### src/rtl/pipeline_scoreboard.sv
// Hazard/bypass controller for the in-order integer pipeline: tracks each issued
// instruction through STAGES post-decode stages and derives stall, bypass and write-back.
module pipeline_scoreboard #(
  parameter int unsigned STAGES = 4,
  parameter int unsigned AW     = 5,
  parameter int unsigned SW     = $clog2(STAGES),
  parameter int unsigned BW     = $clog2(STAGES + 1),
  parameter int unsigned CW     = 16
) (
  input  logic          clk,
  input  logic          reset,
  input  logic          dec_valid,
  input  logic          dec_kill,
  input  logic          cmiss_stall,
  input  logic [AW-1:0] dec_rs1_addr,
  input  logic          dec_rs1_oen,
  input  logic [AW-1:0] dec_rs2_addr,
  input  logic          dec_rs2_oen,
  input  logic [AW-1:0] dec_wb_addr,
  input  logic          dec_rf_wen,
  input  logic [SW-1:0] dec_ready_stage,
  input  logic          dec_is_csr,
  output logic          dec_stall,
  output logic [BW-1:0] rs1_byp_sel,
  output logic [BW-1:0] rs2_byp_sel,
  output logic          wb_wen,
  output logic [AW-1:0] wb_addr,
  output logic          busy,
  output logic [CW-1:0] stall_cnt
);

  typedef struct packed {
    logic          valid;
    logic          rf_wen;
    logic [AW-1:0] wbaddr;
    logic [SW-1:0] ready_stage;
    logic          is_csr;
  } stage_t;

  stage_t        stg [STAGES];
  stage_t        dec_entry;
  logic [SW-1:0] rdy_clamped;
  logic          any_valid;
  logic          ser_haz;
  logic          rs1_haz;
  logic          rs2_haz;

  // Youngest (lowest-index) matching writer wins; it bypasses only once its
  // result-ready stage has been reached, otherwise the operand is a hazard.
  function automatic void resolve(input  logic [AW-1:0] addr,
                                  input  logic          oen,
                                  output logic [BW-1:0] sel,
                                  output logic          haz);
    logic          found;
    logic [SW-1:0] k;
    found = 1'b0;
    k     = '0;
    sel   = '0;
    haz   = 1'b0;
    for (int unsigned i = 0; i < STAGES; i++) begin
      if (!found && stg[i].valid && stg[i].rf_wen && (stg[i].wbaddr == addr)) begin
        found = 1'b1;
        k     = SW'(i);
      end
    end
    if (found && oen && (addr != '0)) begin
      if (k >= stg[k].ready_stage) sel = BW'(k) + BW'(1);
      else                         haz = 1'b1;
    end
  endfunction

  always_comb begin
    any_valid = 1'b0;
    ser_haz   = 1'b0;
    for (int unsigned i = 0; i < STAGES; i++) begin
      any_valid = any_valid | stg[i].valid;
      ser_haz   = ser_haz | (stg[i].valid & stg[i].is_csr);
    end
    ser_haz = ser_haz | (dec_is_csr & any_valid);

    resolve(dec_rs1_addr, dec_rs1_oen, rs1_byp_sel, rs1_haz);
    resolve(dec_rs2_addr, dec_rs2_oen, rs2_byp_sel, rs2_haz);

    busy      = any_valid;
    dec_stall = dec_valid & ~dec_kill & (rs1_haz | rs2_haz | ser_haz);

    wb_wen  = stg[STAGES-1].valid & stg[STAGES-1].rf_wen & ~cmiss_stall
            & (stg[STAGES-1].wbaddr != '0);
    wb_addr = wb_wen ? stg[STAGES-1].wbaddr : '0;
  end

  always_comb begin
    rdy_clamped = (dec_ready_stage > SW'(STAGES - 1)) ? SW'(STAGES - 1) : dec_ready_stage;
    dec_entry.valid       = dec_valid & ~dec_kill & ~dec_stall;
    dec_entry.rf_wen      = dec_rf_wen;
    dec_entry.wbaddr      = dec_wb_addr;
    dec_entry.ready_stage = rdy_clamped;
    dec_entry.is_csr      = dec_is_csr;
  end

  always_ff @(posedge clk or negedge reset) begin
    if (!reset) begin
      for (int unsigned i = 0; i < STAGES; i++) stg[i] <= '0;
      stall_cnt <= '0;
    end else if (!cmiss_stall) begin
      for (int unsigned i = 1; i < STAGES; i++) stg[i] <= stg[i-1];
      stg[0] <= dec_entry;
      if (dec_stall && (stall_cnt != '1)) stall_cnt <= stall_cnt + CW'(1);
    end
  end

endmodule

### config.mk
export PLATFORM = sky130hd
export DESIGN_NAME = pipeline_scoreboard
export DESIGN_NICKNAME = d
export VERILOG_FILES = /design/src/rtl/pipeline_scoreboard.sv
export SDC_FILE = /design/constraint.sdc
export NUM_CORES = 1
export LEC_CHECK = 0
export ABC_AREA = 0
export BUFFER_PORTS_ARGS = -buffer_cell sky130_fd_sc_hd__buf_2
export CORE_MARGIN = 2
export CORE_UTILIZATION = 52
export DETAILED_ROUTE_END_ITERATION = 10
export PLACE_DENSITY_LB_ADDON = 0.12
export SETUP_SLACK_MARGIN = 0.05
export SYNTH_ARGS = -nofsm -noshare
export SYNTH_HDL_FRONTEND = slang
export SYNTH_SLANG_ARGS = --single-unit
### constraint.sdc
create_clock -name clk -period 9.1 [get_ports clk]
set_input_delay 2.275 -clock clk [delete_from_list [all_inputs] [get_ports clk]]
set_output_delay 2.275 -clock clk [all_outputs]
set_load 0.02 [all_outputs]
# Word-level counts from Yosys, hierarchy flattened
# Cells that the tools add are included.
dict set report word_totals {
  word_cells 129
  inputBits 26
  ff_bits 56
  output_inout_bits 30
}
dict set report classes {
  add_sub_neg 3
  n_mux 30
  n_reduce_logical 36
  bitwise_logic 25
  order_cmp 5
  n_eq_ne 9
}
# operator count
set ops {}
lappend ops {{$bmux 10 s2} 2}
lappend ops {{$eq 5x5->1} 8}
lappend ops {{$logic_and 1x1->1} 26}
lappend ops {{$mux 3} 8}
lappend ops {{$add 16x1->16 const B} 1}
lappend ops {{$ne 16x16->1 const B} 1}
lappend ops {{$reduce_bool 5->1} 3}
lappend ops {{$mux 1} 14}
lappend ops {{$and 1x1->1} 11}
lappend ops {{$mux 2} 5}
lappend ops {{$or 1x1->1} 9}
lappend ops {{$add 2x1->3 const B} 2}
lappend ops {{$ge 3x3->1 const B} 2}
lappend ops {{$logic_not 1->1} 6}
lappend ops {{$not 2->3} 2}
lappend ops {{$mux 5} 1}
lappend ops {{$ge 2x2->1} 2}
lappend ops {{$not 1->1} 3}
lappend ops {{$gt 2x2->1 const B} 1}
lappend ops {{$reduce_and 2->1} 1}

# Longest topological paths before layout
# Gate-level depths: netlist (run 1).
dict set report depth {
  ltp_word 30
  depth_mapped 18
  depth_no_buf 17
}

# Least setup slack after synthesis (run 1)
# No wires, ideal clock.
dict set report synth_path {
  path_type {input to output}
  from {in dec_rs1_addr[1]}
  to {out dec_stall}
  t_arrival_ps 4846
  setup_slack_ps 1979
  t_required_ps 6825
  stages 16
  n_path_buf 1
  cell_sequence {buf_2 > xnor2_1 > nand4_1 > or3_1 > a211o_1 > inv_2 > nand2_1 > and3_1 > a31oi_1 > ha_1 > nand2b_1 > a21oi_1 > nand2b_1 > o21ai_1 > o21ai_2 > inv_2}
}
dict set report synth_via {
  elab_chain_len 28
  elab_cells_between_ends 37
  cone_classes {order compare (1); eq/ne (4); mux (12); bitwise (4); reduce/logical (16)}
}
# element line_no
set synth_lines {}
lappend synth_lines {{start, declared} 15} ;# input logic [AW-1:0] dec_rs1_addr,
lappend synth_lines {{$eq 5x5->1} 61} ;# if (!found && stg[i].valid && stg[i].rf_wen && (stg[i].wbaddr == addr)) begin
lappend synth_lines {{$logic_and 1x1->1} 61}
lappend synth_lines {{$mux 1} 61}
lappend synth_lines {{$logic_not 1->1} 61}
lappend synth_lines {{$logic_and 1x1->1 (3 in series)} 61}
lappend synth_lines {{$mux 1} 61}
lappend synth_lines {{$logic_not 1->1} 61}
lappend synth_lines {{$logic_and 1x1->1 (3 in series)} 61}
lappend synth_lines {{[... 6 more ...]} --}
lappend synth_lines {{$not 2->3 (not written as such)} 67} ;# if (k >= stg[k].ready_stage) sel = BW'(k) + BW'(1);
lappend synth_lines {{$bmux 10 s2} 67}
lappend synth_lines {{$mux 3 (not written as such) (2 in series)} 67}
lappend synth_lines {{$ge 2x2->1} 67}
lappend synth_lines {{$mux 1} 67}
lappend synth_lines {{$mux 1 *} 66} ;# if (found && oen && (addr != '0)) begin
lappend synth_lines {{$or 1x1->1 * (2 in series)} 85} ;# dec_stall = dec_valid & ~dec_kill & (rs1_haz | rs2_haz | ser_haz);
lappend synth_lines {{$and 1x1->1 *} 85}
lappend synth_lines {{end, declared} 23} ;# output logic dec_stall,
# Mark *: on every way between the ends. The rest lies on a longest branch, timed or not. The select of a mux whose other input is x is not followed.

# Worst setup path in the final report (run 1)
dict set report layout_path {
  from {in dec_rs1_addr[3]}
  to {out dec_stall}
}
# Same word-level chain as after synthesis.

==> results of run 1 <==
-- metal layers --
| metal | global-route usage (%) | routed length [µm] | vias to the layer above |
|---|---|---|---|
| met5 | 0 | 0 | - |
| met4 | 4.40 | 46 | 0 |
| met3 | 3.83 | 272 | 4 |
| met2 | 28.7 | 2920 | 52 |
| met1 | 29.4 | 3250 | 1148 |
| li1 | - | - | 1154 |
-- where the power goes --
part	switching [mW]	total, mW	leakage, nW	internal (mW)
Clock	0.0825	0.145	0.0516	0.0625
Sequential	0.0484	0.335	0.695	0.286
Combinational	0.0753	0.154	1.02	0.0786
Total	0.206	0.634	1.77	0.427
-- cell type report --
class	instances	share of cell area [%]
Timing Repair Buffer	57	7.81
Inverter	7	0.707
Sequential cell	56	37.7
Multi-Input combinational cell	227	48.6
Clock inverter	2	0.370
Tap cell	77	2.59
Clock buffer	6	2.22
-- cell usage in the layout (no fill, tap or decap), types with 2 or more instances in the layout --
master,count
a21oi_1,3
a22oi_1,2
and2_1,5
and3_1,7
buf_2,55
buf_4,2
clkbuf_8,6
dfrtp_1,56
ha_1,7
inv_1,4
inv_2,3
mux2_2,40
mux2i_1,5
nand2_1,25
nand2b_1,5
nand3_1,10
nand4_1,9
nor2_1,6
nor2b_1,3
nor3_1,4
nor3_2,8
nor3b_1,2
nor4_1,4
o21ai_1,4
or2_2,3
or3_1,4
or4_1,4
xnor2_1,29
xor2_1,25
-- worst max-delay path by stage --
stage	start	endpoint	slack [ns]	depth (start not counted)
floorplan	dec_rs1_addr[1]	dec_stall	1.98	16
global placement	dec_rs1_addr[3]	dec_stall	1.43	17
detailed placement	dec_rs1_addr[3]	dec_stall	1.30	17
CTS	dec_rs1_addr[3]	dec_stall	1.27	17
global route	dec_rs1_addr[2]	dec_stall	0.94	17
finish	dec_rs1_addr[3]	dec_stall	1.27	17
-- kinds of logic after synthesis --
family,Yosys count
xor+xnor,54
mux,46
simple gates,104
buf+inv,25
flops,56
fa+ha+maj,7
compound gates,16
-- cell usage after synthesis, types with 2 or more instances --
cell type  number  share of area, %
a21oi_1         3              0.45
a22oi_1         2              0.45
and2_1          5              0.94
and3_1          7               1.3
buf_2           6              0.90
buf_6           4               1.3
clkbuf_1        6              0.67
dfrtp_1        56                42
ha_1            7               2.6
inv_1           4              0.45
inv_2           3              0.34
mux2_2         40                13
mux2i_1         5               1.5
nand2_1        25               2.8
nand2b_1        5              0.94
nand3_1        10               1.5
nand4_1         9               1.7
nor2_1          6              0.67
nor2b_1         3              0.56
nor3_1          4              0.60
nor3_2          8               2.4
nor3b_1         2              0.45
nor4_1          4              0.75
o21ai_1         4              0.60
or2_2           3              0.56
or3_1           4              0.75
or4_1           4              0.90
xnor2_1        29               7.6
xor2_1         25               6.5
-- through the flow --
stage | hold WS, ns | worst slack [ns] | power, mW | cell area, µm² | instances
2_1_floorplan | 0.480 | 1.98 | 0.448 | 3340 | 308
3_3_place_gp | 0.470 | 1.43 | 0.491 | 3620 | 424
3_5_place_dp | 0.471 | 1.30 | 0.495 | 3620 | 424
4_1_cts | 0.490 | 1.27 | 0.643 | 3720 | 432
5_1_grt | 0.514 | 0.941 | 0.677 | 3720 | 432
6_report | 0.485 | 1.27 | 0.634 | 3720 | 432
-- flip-flops by register name, summed over array words and instances (netlist names) --
register	cells
stg	40
stall_cnt	16
==> results.ini, run 1 <==
[clocking]
numCtsBuffers = 5
cts_tree = done
clockBufferDepth = 2
ctsHoldBuffers = 0
htreeDepth = 2
cts_root_buf = clkbuf_8
clock-sinks = 56
post_cts_buffers = 0
clk_latency_ns = 0.31
ctsResizeCount = 0
clkTransAtPathRegs_ns = 0.10

[grt]
grt_usage_pct = 19.3
overflow = 0
grt_pass1_vias = 2287
grt_max_degree = 57
antenna_found_initial = 0
grt_pass1_wl_mm = 11.1

[run]
drv_cap = 0

[sta]
fin_crit_sh_pct = 86.0
min_period_ns = 7.83
fmax_ghz = 0.128
relSlewSlack_pct = 48.8
finalHoldViolations = 0
finalMaxSlewViolations = 0
grt_setup_unrepaired = no
finalSetupTns_ns = 0
setup_viol = 0
tightest_slew_ns = 0.768
finalClockSkew_ns = 0.00496

[worst_setup_path]
crit_buf_inv = 4
rrSetupSlack_ns = 5.13
slowest_stage = nor4_1
critical_path_class = in -> out
cp_max_fo = 14
critPathLaunchType = input port
crit_required_ns = 6.83
max_stage_delay_ns = 0.41
worstRegToRegCells = 17
worst_ep_arrival_time_ns = 5.55
cpLargestDelayFamily = compound AO/OA/AOI/OAI gates
end_kind = output port
reg2reg_to = stall_cnt[1]
worstReg2RegStart = stg[16]
crit_chain = buf_2, xor2_1, nor4_1, nand4_1, nor2b_1, o21bai_1, inv_2, and3_1, a31oi_1, ha_1, nand2b_1, a21oi_1, nand2b_1, o21ai_1, o21ai_2, inv_2, buf_2

[pwr]
leakage_nw = 1.77
irDropWorstVdd_mv = 0.138
power.density_nw_per_um2 = 170

[outcome]
status = completed

[yosys]
syn_inst = 308
synth_area_um2 = 3340
syn-num-nets = 341
synthMuxAreaShare_pct = 15.3
ys_seq_area_share_pct = 41.9
synth-simple-area-share_pct = 18.9
synthArstFlopShare_pct = 100
synth-compound-area-share_pct = 3.07
syn_area_per_cell_um2 = 10.9
synthXorXnorAreaFrac_pct = 14.1
synth_fa_ha_area_share_pct = 2.62
ys.flop_type = dfrtp_1
ys.warnings.count = 0
yosysUniqueCellTypes = 44
synth-edff-count = 0
synth_top_family_by_area = simple AND/OR/NAND/NOR gates
synth_seq_cells = 56

[floorplan]
io_pins = 56
initial_utilization_pct = 53.3
die_h_um = 84.2
die_w_um = 84.2
core_area_um2 = 6280
fp-row-count = 29
dieArea_um2 = 7090

[routing]
first_pass_iters = 4
finalWirelength_mm = 6.49
vias = 2358
wl_per_cell_um = 15.0
ant_nets = 0
drc = 0
drt_iter0_drc = 114
viasPerCell = 5.46

[worst_hold_path]
hold_path_class = reg -> reg
hold_depth = 1
hold_path_startpoint = stall_cnt[4]
hold_end = stall_cnt[4]

[cells_and_area]
final_layout_size_suffix_gt1_share_pct = 34.9
final_core_util_pct = 59.2
multiInputGateArea_um2 = 1810
area_delta_synth_final_pct = 11.2
num_antenna_cells = 0
seq_area_um2 = 1400
n_fill_cell = 560
final_nets = 387

[placement]
io_buffer_count = 55
place_congestion = 0.804
dp_hpwl_mm = 4.82

(Power assumes the default switching activity.)
==> run 2, diff against run 1 <==
--- a/config.mk
+++ b/config.mk
@@ -8,7 +8,8 @@
 export ABC_AREA = 0
 export BUFFER_PORTS_ARGS = -buffer_cell sky130_fd_sc_hd__buf_2
 export CORE_MARGIN = 2
-export CORE_UTILIZATION = 52
+export CORE_UTILIZATION = 55
+export CTS_CLUSTER_DIAMETER = 200
 export DETAILED_ROUTE_END_ITERATION = 10
 export PLACE_DENSITY_LB_ADDON = 0.12
 export SETUP_SLACK_MARGIN = 0.05
==> run 2 against run 1 <==
  * Sequential power is essentially flat
  * Clock-buffer cell count decreased by 1
  * Die area decreased by 5.2%
  * Worst hold slack improved by 0.0074 ns
  * Fmax grew 0.22%
  * Core utilization grew 3.9 points
  * Sequential share of layout area is essentially flat
  * Worst setup slack improved by 0.017 ns
==> results.ini, run 2 (same netlist as run 1, synthesis figures left out) <==
[worst_setup_path]
reg2reg_to = stall_cnt[1]
rrSetupSlack_ns = 5.11  ; -0.02 ns
worstSetupStartpoint = dec_rs1_addr[3]
max_stage_delay_ns = 0.41  ; about the same
cp_max_fo = 14  ; unchanged
crit_chain = buf_2, xor2_1, nor4_1, nand4_1, a211o_1, inv_2, nand2_1, and3_1, a31oi_1, ha_1, nand2b_1, a21oi_1, nand2b_1, o21ai_1, o21ai_2, inv_2, buf_2
critical_path_class = in -> out
worst_ep_arrival_time_ns = 5.54  ; about the same
end_kind = output port
slowest_stage = nor4_1
worstReg2RegStart = stg[13]
crit_required_ns = 6.83  ; about the same
worstRegToRegCells = 16  ; -1
crit_end = dec_stall
critPathLaunchType = input port

[floorplan]
io_pins = 56  ; unchanged
fp-row-count = 28  ; -3.4%
die_h_um = 82.0  ; -2.6%
core_area_um2 = 5890  ; -6.2%
dieArea_um2 = 6720  ; -5.2%
initial_utilization_pct = 56.8  ; +3.5 points
die_w_um = 82.0  ; -2.6%

[sta]
finalMaxSlewViolations = 0  ; unchanged
finalHoldViolations = 0  ; unchanged
setup_viol = 0  ; unchanged
relSlewSlack_pct = 47.6  ; -1.3 points
finalClockSkew_ns = 0.0112  ; +0.00629 ns
min_period_ns = 7.81  ; -0.0169 ns
finalSetupTns_ns = 0  ; unchanged
fin_crit_sh_pct = 85.8  ; -0.19 points
grt_setup_unrepaired = no
tightest_slew_ns = 0.787  ; +0.0189 ns
fmax_ghz = 0.128  ; +0.22%

[outcome]
status = completed

[grt]
grt_max_degree = 57  ; unchanged
grt_pass1_vias = 2305  ; +0.79%
grt_usage_pct = 21.6  ; +2.3 points
grt_pass1_wl_mm = 11.2  ; +0.99%
antenna_found_initial = 0  ; unchanged
overflow = 0  ; unchanged

[clocking]
ctsResizeCount = 0  ; unchanged
cts_root_buf = clkbuf_8
cts_tree = done
clock-sinks = 56  ; unchanged
clk_latency_ns = 0.31  ; about the same
ctsHoldBuffers = 0  ; unchanged
clkTransAtPathRegs_ns = 0.11  ; about the same
htreeDepth = 2  ; unchanged
numCtsBuffers = 5  ; unchanged
clockBufferDepth = 2  ; unchanged
post_cts_buffers = 0  ; unchanged

[cells_and_area]
top_register = stg
final_nets = 387  ; unchanged
final_layout_size_suffix_gt1_share_pct = 34.9  ; unchanged
largest_reg_flops = 40  ; unchanged
top_regs = stg x40, stall_cnt x16
stdcell_count = 430  ; -0.46%
layout_commonest_cell = dfrtp_1
num_antenna_cells = 0  ; unchanged
mostFrequentLayoutCells = dfrtp_1, buf_2, mux2_2
final_core_util_pct = 63.1  ; +3.9 points
area_delta_synth_final_pct = 11.1  ; about the same

[routing]
wl_per_cell_um = 15.4  ; +2.4%
finalWirelength_mm = 6.61  ; +1.9%
drc = 0  ; unchanged
ant_nets = 0  ; unchanged
viasPerCell = 5.46  ; about the same
vias = 2346  ; -0.51%
first_pass_iters = 4  ; unchanged
drt_iter0_drc = 116  ; +1.8%

[pwr]
power.density_nw_per_um2 = 171  ; +0.23%
irDropWorstVdd_mv = 0.106  ; -23%
leakage_nw = 1.76  ; -0.30%

[placement]
place_congestion = 0.846  ; +5.3%
io_buffer_count = 55  ; unchanged
placedCellCount = 422  ; -0.47%
dp_hpwl_mm = 4.94  ; +2.5%

[run]
drv_cap = 0  ; unchanged

[worst_hold_path]
hold_path_class = reg -> reg

run 2: through the flow:
step                power, mW  area [µm²]  hold slack (ns)  worst slack, ns
detailed placement      0.497        3620            0.470             1.35
global placement        0.492        3620            0.474             1.38
floorplan               0.448        3340            0.480             1.98
global route            0.676        3720            0.507            0.939
CTS                     0.642        3720            0.492             1.31
finish                  0.635        3720            0.493             1.29
run 2: routing by layer:
metal / part of all wire, % / vias up / track usage, %
li1: - / 1156 / -
met1: 50 / 1132 / 31.2
met2: 45 / 49 / 33.7
met3: 3.4 / 9 / 3.08
met4: 1.4 / 0 / 6.50
met5: 0 / - / 0
run 2: final cells by class:
type	count	area (µm²)
clock buffers	5	68.8
well taps	75	93.8
multi-input cells	227	1810
inverters	7	26.3
fillers	529	2170
flip-flops and latches	56	1400
clock inverters	3	27.5
repair buffers	57	290
run 2: power by group:
group | internal, mW | switching [mW] | total [mW]
combinational | 0.0786 | 0.0761 | 0.155
clock | 0.0567 | 0.0864 | 0.143
sequential | 0.286 | 0.0505 | 0.337
run 2: worst min-delay path by stage:
stage                       start             to  cells after the start
floorplan                  stg[8]         stg[8]                      1
global placement    stall_cnt[14]  stall_cnt[14]                      1
detailed placement   stall_cnt[7]   stall_cnt[7]                      1
CTS                 stall_cnt[12]  stall_cnt[12]                      1
global route         stall_cnt[7]   stall_cnt[7]                      1
finish               stall_cnt[7]   stall_cnt[7]                      1
run 2: worst max-delay path: cells and delay by family:
| family | cells | cell delay [ns] |
|---|---|---|
| xor gates and xnor gates | 1 | 0.17 |
| buffers and inverters | 4 | 0.59 |
| and+or+nand+nor | 6 | 1.06 |
| adders and majority gates | 1 | 0.24 |
| AOI/OAI and AO/OA | 5 | 1.19 |
